[src/rtl/st_merge.sv]
// st_merge: read-modify-write of a byte field F=8L+R into one memory word (IDLE -> READ -> WRITE).
// Optional macro ST_MERGE_FULLWORD_BYPASS_EN: field (0:NBYTES) skips READ and writes value_in directly.
module st_merge #(
   parameter int BYTE_W = 6,
   parameter int NBYTES = 5,
   parameter int ADDR_W = 12,
   localparam int W = 1 + NBYTES*BYTE_W
) (
   input  logic              clk,
   input  logic              rst_n,
   input  logic              start,
   input  logic [ADDR_W-1:0] addr_in,
   input  logic [W-1:0]      value_in,
   input  logic [5:0]        field,
   output logic              busy,
   output logic              done,
   output logic              err,
   output logic [ADDR_W-1:0] mem_addr,
   output logic              mem_rd,
   input  logic              mem_rvalid,
   input  logic [W-1:0]      mem_rdata,
   output logic              mem_we,
   input  logic              mem_wack,
   output logic [W-1:0]      mem_wdata
);
   localparam int         DW  = NBYTES*BYTE_W;
   localparam logic [2:0] NB3 = 3'(NBYTES);

   typedef enum logic [1:0] {
      S_IDLE  = 2'd0,
      S_READ  = 2'd1,
      S_WRITE = 2'd2
   } state_t;

   state_t            r_state;
   state_t            w_next;

   logic [W-1:0]      r_val;
   logic [5:0]        r_field;
   logic [ADDR_W-1:0] r_addr;
   logic [W-1:0]      r_wdata;
   logic              r_done;
   logic              r_err;

   logic              w_valid;
   logic              w_bypass;
   logic              w_accept;
   logic              w_ld_merge;
   logic              w_ld_bypass;
   logic              w_done_nxt;
   logic              w_err_nxt;
   logic [2:0]        w_l;
   logic [2:0]        w_r;
   logic [2:0]        w_lp;
   logic [DW-1:0]     w_shift;
   logic [DW-1:0]     w_mask;
   logic [W-1:0]      w_merged;

   // Field check uses the live input since it decides the transition out of IDLE.
   assign w_valid = (field[5:3] <= field[2:0]) && (field[2:0] <= NB3);

`ifdef ST_MERGE_FULLWORD_BYPASS_EN
   assign w_bypass = (field == {3'd0, NB3});
`else
   assign w_bypass = 1'b0;
`endif

   assign w_l  = r_field[5:3];
   assign w_r  = r_field[2:0];
   assign w_lp = (w_l == 3'd0) ? 3'd1 : w_l;

   // Right-aligned value bytes moved up so that value byte NBYTES lands on memory byte R.
   assign w_shift = r_val[DW-1:0] << (BYTE_W * (NBYTES - int'(w_r)));

   always_comb begin
      w_mask = '0;
      for (int k = 1; k <= NBYTES; k++) begin
         if ((3'(k) >= w_lp) && (3'(k) <= w_r)) begin
            w_mask[(NBYTES-k)*BYTE_W +: BYTE_W] = {BYTE_W{1'b1}};
         end
      end
   end

   assign w_merged = {(w_l == 3'd0) ? r_val[W-1] : mem_rdata[W-1],
                      (mem_rdata[DW-1:0] & ~w_mask) | (w_shift & w_mask)};

   always_ff @(posedge clk or negedge rst_n) begin
      if (!rst_n) begin
         r_state <= S_IDLE;
      end else begin
         r_state <= w_next;
      end
   end

   always_comb begin
      w_next      = r_state;
      w_accept    = 1'b0;
      w_ld_merge  = 1'b0;
      w_ld_bypass = 1'b0;
      w_done_nxt  = 1'b0;
      w_err_nxt   = 1'b0;
      mem_rd      = 1'b0;
      mem_we      = 1'b0;
      case (r_state)
         S_IDLE: begin
            if (start) begin
               w_accept = 1'b1;
               if (!w_valid) begin
                  w_done_nxt = 1'b1;
                  w_err_nxt  = 1'b1;
               end else if (w_bypass) begin
                  w_ld_bypass = 1'b1;
                  w_next      = S_WRITE;
               end else begin
                  w_next = S_READ;
               end
            end
         end
         S_READ: begin
            mem_rd = 1'b1;
            if (mem_rvalid) begin
               w_ld_merge = 1'b1;
               w_next     = S_WRITE;
            end
         end
         S_WRITE: begin
            mem_we = 1'b1;
            if (mem_wack) begin
               w_done_nxt = 1'b1;
               w_next     = S_IDLE;
            end
         end
         default: w_next = S_IDLE;
      endcase
   end

   always_ff @(posedge clk or negedge rst_n) begin
      if (!rst_n) begin
         r_val   <= '0;
         r_field <= '0;
         r_addr  <= '0;
         r_wdata <= '0;
         r_done  <= 1'b0;
         r_err   <= 1'b0;
      end else begin
         if (w_accept) begin
            r_val   <= value_in;
            r_field <= field;
            r_addr  <= addr_in;
         end
         if (w_ld_merge) begin
            r_wdata <= w_merged;
         end else if (w_ld_bypass) begin
            r_wdata <= value_in;
         end
         r_done <= w_done_nxt;
         r_err  <= w_err_nxt;
      end
   end

   assign busy      = (r_state != S_IDLE);
   assign done      = r_done;
   assign err       = r_err;
   assign mem_addr  = r_addr;
   assign mem_wdata = r_wdata;

endmodule

[config.mk]
export PLATFORM = sky130hd
export DESIGN_NAME = st_merge
export DESIGN_NICKNAME = d
export VERILOG_FILES = /design/src/rtl/st_merge.sv
export SDC_FILE = /design/constraint.sdc
export NUM_CORES = 1
export LEC_CHECK = 0
export ABC_CLOCK_PERIOD_IN_PS = 4700
export BUFFER_PORTS_ARGS = -buffer_cell sky130_fd_sc_hd__buf_2
export CAP_MARGIN = 5
export CELL_PAD_IN_SITES_DETAIL_PLACEMENT = 1
export CELL_PAD_IN_SITES_GLOBAL_PLACEMENT = 1
export CORE_ASPECT_RATIO = 0.6
export CORE_MARGIN = 2
export CORE_UTILIZATION = 45
export CTS_CLUSTER_DIAMETER = 50
export DETAILED_ROUTE_END_ITERATION = 16
export HOLD_SLACK_MARGIN = 0.02
export PLACE_DENSITY_LB_ADDON = 0.1
export SETUP_SLACK_MARGIN = 0.02
export SLEW_MARGIN = 25
export SYNTH_ARGS = -nofsm -noshare
export SYNTH_HDL_FRONTEND = slang
export SYNTH_SLANG_ARGS = --single-unit
export TNS_END_PERCENT = 50
[constraint.sdc]
create_clock -name clk -period 4.7 [get_ports clk]
set_input_delay 0.705 -clock clk [delete_from_list [all_inputs] [get_ports clk]]
set_output_delay 0.705 -clock clk [all_outputs]
set_load 0.005 [all_outputs]
* Word-level counts from Yosys, hierarchy flattened
Index checks and enable logic that the tools add are counted.
** Storage, ports and cells
- Input port bits :: 85
- Bits in registers :: 84
- Output and inout port bits :: 48
- Logic and storage cells :: 66
** Operators by class
- Muxes and demuxes :: 24
- Equality and inequality tests :: 6
- Reduce and logical (&&, ||, !) cells :: 10
- Magnitude comparators :: 12
- Shift-type cells :: 1
- $add $sub $neg :: 1
- Bitwise logic cells :: 4
- Multipliers :: 1
** Operators by type and width (number)
- AND 30 bit :: 2
- << shifter 30 x 32 -> 30 bit :: 1
- 2-to-1 mux 31 bit :: 1
- 2-to-1 mux 6 bit :: 5
- inverter 30 bit :: 1
- OR 30 bit :: 1
- 2-to-1 mux 1 bit :: 11
- 2-to-1 mux 2 bit :: 4
- inequality test 2 bit, second input constant :: 4
- multiplier 3 x 4 -> 7 bit, first input constant :: 1
- greater-or-equal comparator 2 x 3 -> 1 bit, first input constant :: 2
- greater-or-equal comparator 3 bit, first input constant :: 2
- less-or-equal comparator 2 x 3 -> 1 bit, first input constant :: 2
- less-or-equal comparator 3 bit, first input constant :: 2
- logical AND 1 bit :: 6
- case mux 2 bit (3 select lines) :: 1
- AND reduction 4 bit :: 1
- subtractor 3 x 3 -> 4 bit, first input constant :: 1
- greater-or-equal comparator 1 x 3 -> 1 bit, first input constant :: 1
- less-or-equal comparator 1 x 3 -> 1 bit, first input constant :: 1
- less-or-equal comparator 3 bit :: 1
- less-or-equal comparator 3 bit, second input constant :: 1
- zero test 3 bit :: 1
- 2-to-1 mux 3 bit :: 1
- 5 further kinds :: 5

* Longest topological paths before layout
Gate-level depths: netlist (run 1).
- Word-level depth :: 9
- Gate-level depth with buffers :: 13

* Worst setup path after synthesis (run 1)
No wires, ideal clock.
- Path type :: reg2reg
- Start :: reg r_field[0]
- End :: reg r_wdata[10], in the netlist mem_wdata[10]
- Period minus slack after synthesis :: 2704 ps
- Stages on the path, launching flop included :: 13
- Setup slack :: 1996 ps
- Data required time :: 4565 ps
- Setup time :: 135 ps
- Arrival :: 2568 ps
- Path through :: dfrtp_1 buf_6 buf_6 buf_6 inv_1 ha_1 ha_1 buf_4 mux4_2 a32oi_1 nor4_1 a21oi_1 o21ai_0
** Between the ends
- Longest elaborated chain between the ends :: 7
- Elaborated cells between the ends (all ways) :: 11
** Ends and longest elaborated chain
- start, declared :: line 39 : logic [5:0] r_field;
- start signal, assigned :: line 148 : r_field <= field;
- branches (longest 5 deep; another with multiplier 3 x 4 -> 7 bit)
- OR 30 bit (*) :: line 85 : (mem_rdata[DW-1:0] & ~w_mask) | (w_shift & w_mask)};
- 2-to-1 mux 31 bit (*) :: line 151 : if (w_ld_merge) begin
- end signal, assigned :: line 152 : r_wdata <= w_merged;
- end signal, assigned :: line 154 : r_wdata <= value_in;
- end, declared :: line 41 : logic [W-1:0] r_wdata;
Mark *: on every way between the ends. The select of a mux whose other input is x is not followed.
A chain may end at the register's enable or synchronous reset.

* Final worst setup path (run 1)
- Start :: reg r_field[1]
- End :: reg r_wdata[25], in the netlist mem_wdata[25]
** Between the ends
- Longest elaborated chain between the ends :: 7
- Elaborated cells between the ends (all ways) :: 11
** Ends and longest elaborated chain (line)
- branches (longest 5 deep; another with multiplier 3 x 4 -> 7 bit)
- OR 30 bit (*) :: 85
- 2-to-1 mux 31 bit (*) :: 151
Marked as above.

==> metrics.csv, run 1 <==
stage;metric;value;unit
power_and_ir_drop;p_clk_frac;0.140;
clocking;cts-root-buf;clkbuf_16;
critical_path;start_kind;flip-flop;
finish;num_antenna_cells;0;
finish;utilization;0.551;
power_and_ir_drop;power-per-cell-area;862;mW/mm2
sta;tns;0;ps
sta;slew_viol_final;0;
power_and_ir_drop;ir_worst_vdd;0.373;mV
critical_path;crit-reg2reg-launch;r_field[1]$_DFFE_PN0P_;
power_and_ir_drop;p_sw;2540;uW
placed_design;place_area;0.00588;mm2
clocking;cts_tree;yes;
drt;ant_nets;0;
logic_synthesis;synth_nets;575;
critical_path;cp_cell_sequence;inv_1 > ha_1 > xnor2_1 > ha_1 > or2_0 > o22ai_2 > a221oi_2 > a2111oi_2 > a211o_1;
drt;routed_via_density;6.05;
sta;max_freq;292;MHz
sta;timing.hold.ws;417;ps
logic_synthesis;synth_ff_type;dfrtp_1;
power_and_ir_drop;swShare;0.476;
sta;period_needed;3430;ps
global_route;overflow;0;
critical_path;critPathCapture;mem_wdata[25]$_DFFE_PN0P_;
critical_path;crit_path_end_kind;flip-flop;
status;status;finished, final reports clean;
floorplan;die_h;87.0;um
logic_synthesis;synth.most_common_cell;dfrtp_1;
clocking;post_cts_resized;0;
floorplan;io_pins;133;
floorplan;die_x;142;um
drt;drt_iter0_markers;356;
global_route;first_global_vias;4685;
placed_design;dp_hpwl;12.3;mm
global_route;grt_pass1_wl;26.4;mm
clocking;cts.sinks;84;
critical_path;critical_path_arrival;3660;ps
placed_design;port_buffers;132;
power_and_ir_drop;p_seq_frac;0.248;
logic_synthesis;synth.area.top_cells;dfrtp_1, mux2_2, mux2i_1;
critical_path;crit_path_max_incr_delay;700;ps
logic_synthesis;seq_area_frac_synth;0.407;
sta;grt_setup_unrepaired;no;
clocking;cts_buffer_depth;2;
drt;drc;0;
drt;totalWireLength;16.5;mm
critical_path;rr_worst_depth;9;
sta;fin_skew;9.33;ps
floorplan;dieArea;0.0124;mm2
floorplan;initial_core_util;0.460;
power_and_ir_drop;combPwrFrac;0.611;
finish;syn_to_final_growth;19.8;%
clocking;cts_buffers;9;
flow_run;maxCapViolations;0;
critical_path;r2r_slack;1270;ps
logic_synthesis;ys_types;69;
drt;wl_per_cell;22.1;um
clocking;postCtsSetupBuffers;0;
critical_path;worstPathRequired;4930;ps
critical_path;path_common_cell;ha_1;
logic_synthesis;synthTopCellsByCount;dfrtp_1, mux2_2, mux2i_1, nor2_1, nand2_1;
sta;worstMarginPinSlew;1040;ps
logic_synthesis;ys.warnings.count;0;
sta;hold_viol_final;0;
logic_synthesis;synth-edff-count;0;
critical_path;cp-startpoint;r_field[1]$_DFFE_PN0P_;
finish;drive_above_1_share;0.398;
drt;num_vias;4517;
finish;fin_area;0.00618;mm2
logic_synthesis;synth_top_area_share;0.407;
critical_path;crit_fanout;15;
clocking;cts_hold_buffers;0;
logic_synthesis;syn_inst;478;
power_and_ir_drop;p_int;2790;uW
hold_path;min_path_type;input pin to asynchronous set/reset pin;
critical_path;path_class;flip-flop to flip-flop;
sta;setup_viol;0;
critical_path;cp_slowest_cell;ha_1;
clocking;h-tree-depth;3;
floorplan;rows;30;
global_route;globalRouteTotalUtil;0.279;
logic_synthesis;syn_area;0.00516;mm2
clocking;clock_latency;350;ps
placed_design;place.gp.congestion;0.922;
logic_synthesis;synth_seq_cells;84;
critical_path;r2r_end;mem_wdata[25]$_DFFE_PN0P_;
drt;drtPass1Iterations;5;
finish;fin_nets;695;
logic_synthesis;synth_top_area_cell;dfrtp_1;
power_and_ir_drop;leakagePower;0.00281;uW
sta;relSlewSlack;0.298;
placed_design;place_ws;1360;ps
global_route;grt_max_degree;85;
global_route;antenna_found_initial;0;
logic_synthesis;synth_area_per_cell;10.8;um2
floorplan;core_area;0.0112;mm2
sta;period_share;0.729;
logic_synthesis;async_flop_share;1.00;
sta;worst_slack;1270;ps
clocking;cts.clk_slew.worst_paths;70;ps
-- cell type report --
class	instances	area, um2
inverters	16	60.1
well taps	144	180
multi-input cells	345	2790
clock buffers	10	239
clock inverters	6	68.8
flip-flops and latches	84	2100
repair buffers	142	742
fillers	1240	5040
-- per-layer routing --
metal,part of all wire,wire length [um],global-route usage
met5,0,0,0
met2,0.45,7430,0.440
met4,0.013,223,0.0700
met1,0.48,7950,0.399
met3,0.056,934,0.0539
-- cell usage in the layout (no fill, tap or decap), types with 5 or more instances in the layout --
master | Yosys | final
buf_2 | 14 | 131
dfrtp_1 | 84 | 83
mux2_2 | 54 | 54
mux2i_1 | 26 | 26
nor2_1 | 26 | 26
nand2_1 | 25 | 25
o21ai_0 | 24 | 24
a21oi_1 | 23 | 23
inv_1 | 14 | 14
ha_1 | 12 | 12
o22ai_1 | 10 | 10
buf_4 | 3 | 10
clkbuf_16 | 0 | 9
nand3_1 | 8 | 8
a32oi_1 | 8 | 8
mux4_2 | 8 | 8
nand2b_1 | 7 | 7
a221oi_1 | 7 | 7
nor2b_1 | 6 | 6
o211ai_1 | 5 | 5
a22oi_1 | 5 | 5
and3_1 | 5 | 5
nor4_1 | 5 | 5
-- through the flow --
| stage | instances | power, uW |
|---|---|---|
| after floorplan | 478 | 3530 |
| after global placement | 731 | 4430 |
| after detailed placement | 731 | 4520 |
| after CTS | 747 | 5290 |
| after global routing | 747 | 5670 |
| final | 747 | 5330 |
-- registers in the layout, summed over array words and instances (netlist names) --
name / count
r_val: 31
r_field: 6
mem_wdata: 31
err: 1
r_state: 2
done: 1
mem_addr: 12
-- how the worst min path moves through the flow --
stage	slack (ps)	endpoint
after detailed placement	470	mem_wdata[2]$_DFFE_PN0P_
after CTS	450	mem_addr[0]$_DFFE_PN0P_
after floorplan	410	done$_DFF_PN0_
after global placement	460	mem_wdata[1]$_DFFE_PN0P_
after global routing	470	mem_addr[11]$_DFFE_PN0P_
final	420	mem_addr[0]$_DFFE_PN0P_
-- power groups by stage --
stage | Combinational [uW] | Sequential, uW | Clock (uW)
after floorplan | 2280 | 1260 | 0
after global placement | 3130 | 1300 | 0
after detailed placement | 3180 | 1330 | 0
after CTS | 3210 | 1320 | 762
after global routing | 3520 | 1370 | 784
final | 3260 | 1320 | 747
-- kinds of logic (layout without fill, tap and decap cells) --
| kind of cell | count (synthesis) | in the layout | share of synthesized area |
|---|---|---|---|
| simple gates | 107 | 107 | 0.107 |
| xor+xnor | 3 | 3 | 0.00655 |
| compound gates | 131 | 131 | 0.181 |
| fa+ha+maj | 12 | 12 | 0.0291 |
| buf+inv | 49 | 174 | 0.0531 |
| flops | 84 | 84 | 0.407 |
| mux | 92 | 92 | 0.216 |
-- critical path, delay by kind of cell (launching register included) --
family / cells / cell delay, ps
AO/OA/AOI/OAI: 4 / 890
adder cells (fa/ha/maj): 2 / 1060
buffers and inverters: 1 / 170
AND/OR/NAND/NOR: 1 / 510
XOR/XNOR: 1 / 140
flip-flops: 1 / 510
(Power assumes the default switching activity.)
==> inputs of run 2 (changes only) <==
ABC_CLOCK_PERIOD_IN_PS = 3000   (was 4700)
CORE_UTILIZATION = 37   (was 45)
clock period = 3 ns   (was 4.7 ns; I/O delays follow)
==> metrics.csv, run 2 (synthesis results as in run 1) <==
stage;metric;value;unit;change
status;status;finished, final reports clean;;
finish;syn_to_final_growth;23.6;%;
global_route;met2_usage;0.370;;-0.0699
hold_path;min_path_type;input pin to asynchronous set/reset pin;;
global_route;first_global_vias;4525;;-3.4%
floorplan;rows;33;;+10%
sta;max_freq;358;MHz;+23%
finish;fillers;1573;;+27%
flow_run;maxCapViolations;0;;unchanged
sta;period_share;0.932;;+0.202
global_route;grt_busiest_layer;met2;;
placed_design;port_buffers;132;;unchanged
floorplan;initial_core_util;0.379;;-0.0811
drt;routed_via_density;5.73;;-5.3%
critical_path;critical_path_arrival;3020;ps;-640 ps
drt;drtPass1Iterations;5;;unchanged
global_route;antenna_found_initial;0;;unchanged
sta;hold_viol_final;0;;unchanged
sta;fin_skew;7.60;ps;-1.74 ps
clocking;postCtsSetupBuffers;0;;unchanged
finish;fin_nets;714;;+2.7%
finish;num_antenna_cells;0;;unchanged
floorplan;die_x;156;um;+10%
clocking;post_cts_resized;0;;unchanged
clocking;cts-root-buf;clkbuf_16;;
power_and_ir_drop;leakagePower;0.00290;uW;+3.3%
global_route;grt_max_degree;55;;-35%
power_and_ir_drop;power-per-cell-area;1380;mW/mm2;+60%
clocking;cts_hold_buffers;0;;unchanged
sta;worstMarginPinSlew;683;ps;-362 ps
global_route;overflow;0;;unchanged
critical_path;crit_fanout;7;;-8
drt;ant_nets;0;;unchanged
critical_path;cp-startpoint;r_field[1]$_DFFE_PN0P_;;
critical_path;r2r_end;mem_wdata[11]$_DFFE_PN0P_;;
floorplan;dieArea;0.0149;mm2;+21%
critical_path;path_class;flip-flop to flip-flop;;
critical_path;critPathCapture;mem_wdata[11]$_DFFE_PN0P_;;
critical_path;crit-reg2reg-launch;r_field[1]$_DFFE_PN0P_;;
critical_path;worstPathRequired;3220;ps;-1710 ps
global_route;grt.met1_usage;0.362;;-0.0375
power_and_ir_drop;ir_worst_vdd;0.542;mV;+46%
sta;setup_viol;0;;unchanged
placed_design;dp_hpwl;13.6;mm;+11%
sta;slew_viol_final;0;;unchanged
critical_path;crit_path_end_kind;flip-flop;;
critical_path;r2r_slack;210;ps;-1070 ps
drt;drt_iter0_markers;331;;-7.0%
clocking;cts_buffers;9;;unchanged
clocking;cts_buffer_depth;2;;unchanged
global_route;globalRouteTotalUtil;0.241;;-0.0377
floorplan;core_area;0.0136;mm2;+21%
sta;tns;0;ps;unchanged
global_route;grt_pass1_wl;27.1;mm;+2.9%
finish;utilization;0.468;;-0.0828
sta;period_needed;2790;ps;-632 ps
drt;drc;0;;unchanged
drt;num_vias;4566;;+1.1%
clocking;cts_tree;yes;;
placed_design;place.gp.congestion;0.943;;+2.4%
drt;totalWireLength;17.6;mm;+6.7%
clocking;clock_latency;350;ps;about the same
finish;drive_above_1_share;0.420;;+0.0216
critical_path;rr_worst_depth;9;;unchanged
finish;layout_commonest_cell;buf_2;;
clocking;cts.clk_slew.worst_paths;70;ps;about the same
clocking;h-tree-depth;3;;unchanged
floorplan;die_h;95.5;um;+9.8%
floorplan;io_pins;133;;unchanged
clocking;cts.sinks;84;;unchanged
global_route;met3_usage;0.0441;;-0.00978
sta;relSlewSlack;0.545;;+0.246
drt;wl_per_cell;22.1;um;about the same
critical_path;start_kind;flip-flop;;
sta;grt_setup_unrepaired;no;;
finish;layout_common_cells;buf_2, dfrtp_1, mux2_2;;
-- run 2: final cells by class --
type	instances	area [um2]	share of cell area
Sequential cell	84	2100	0.330
Clock inverter	7	82.6	0.0129
Multi-Input combinational cell	345	2800	0.438
Inverter	16	60.1	0.00942
Clock buffer	9	225	0.0353
Tap cell	175	219	0.0343
Timing Repair Buffer	161	893	0.140
-- run 2: how the worst min path moves through the flow --
stage                                   from                        to  slack [ps]  cells after the start
finish                                 rst_n   mem_addr[1]$_DFFE_PN0P_         110                      1
global route                           rst_n   mem_addr[1]$_DFFE_PN0P_         150                      1
CTS                                    rst_n   mem_addr[1]$_DFFE_PN0P_         140                      1
detailed placement  mem_wdata[9]$_DFFE_PN0P_  mem_wdata[9]$_DFFE_PN0P_         470                      2
global placement    mem_wdata[9]$_DFFE_PN0P_  mem_wdata[9]$_DFFE_PN0P_         460                      2
floorplan                              rst_n            done$_DFF_PN0_         150                      0
-- run 2: power by group --
group | internal (uW) | switching (uW)
Sequential | 1620 | 445
Combinational | 2350 | 3210
Clock | 661 | 526
Total | 4630 | 4190
-- run 2: layer usage --
metal  up-vias  wire length, um
li1       2085                -
met1      2302             8620
met2       166             7700
met3        13             1230
met4         0               99
met5         -                0
-- run 2: through the flow --
step / cell area, um2 / total power (uW) / setup WS (ps) / cells / hold slack, ps
final: 6380 / 8810 / 205 / 797 / 108
after global routing: 6380 / 9380 / 95.5 / 797 / 153
after CTS: 6370 / 8760 / 154 / 797 / 141
after detailed placement: 6070 / 7510 / 181 / 781 / 466
after global placement: 6070 / 7540 / 277 / 781 / 455
after floorplan: 5160 / 5530 / 296 / 478 / 154
-- run 2: critical path, stage by stage, from the launching register on --
cell	delay (ps)
dfrtp_1	380
inv_1	130
ha_1	280
xnor2_1	140
ha_2	420
mux4_2	550
a32oi_1	380
nor4_1	150
a21oi_1	150
o21ai_0	80
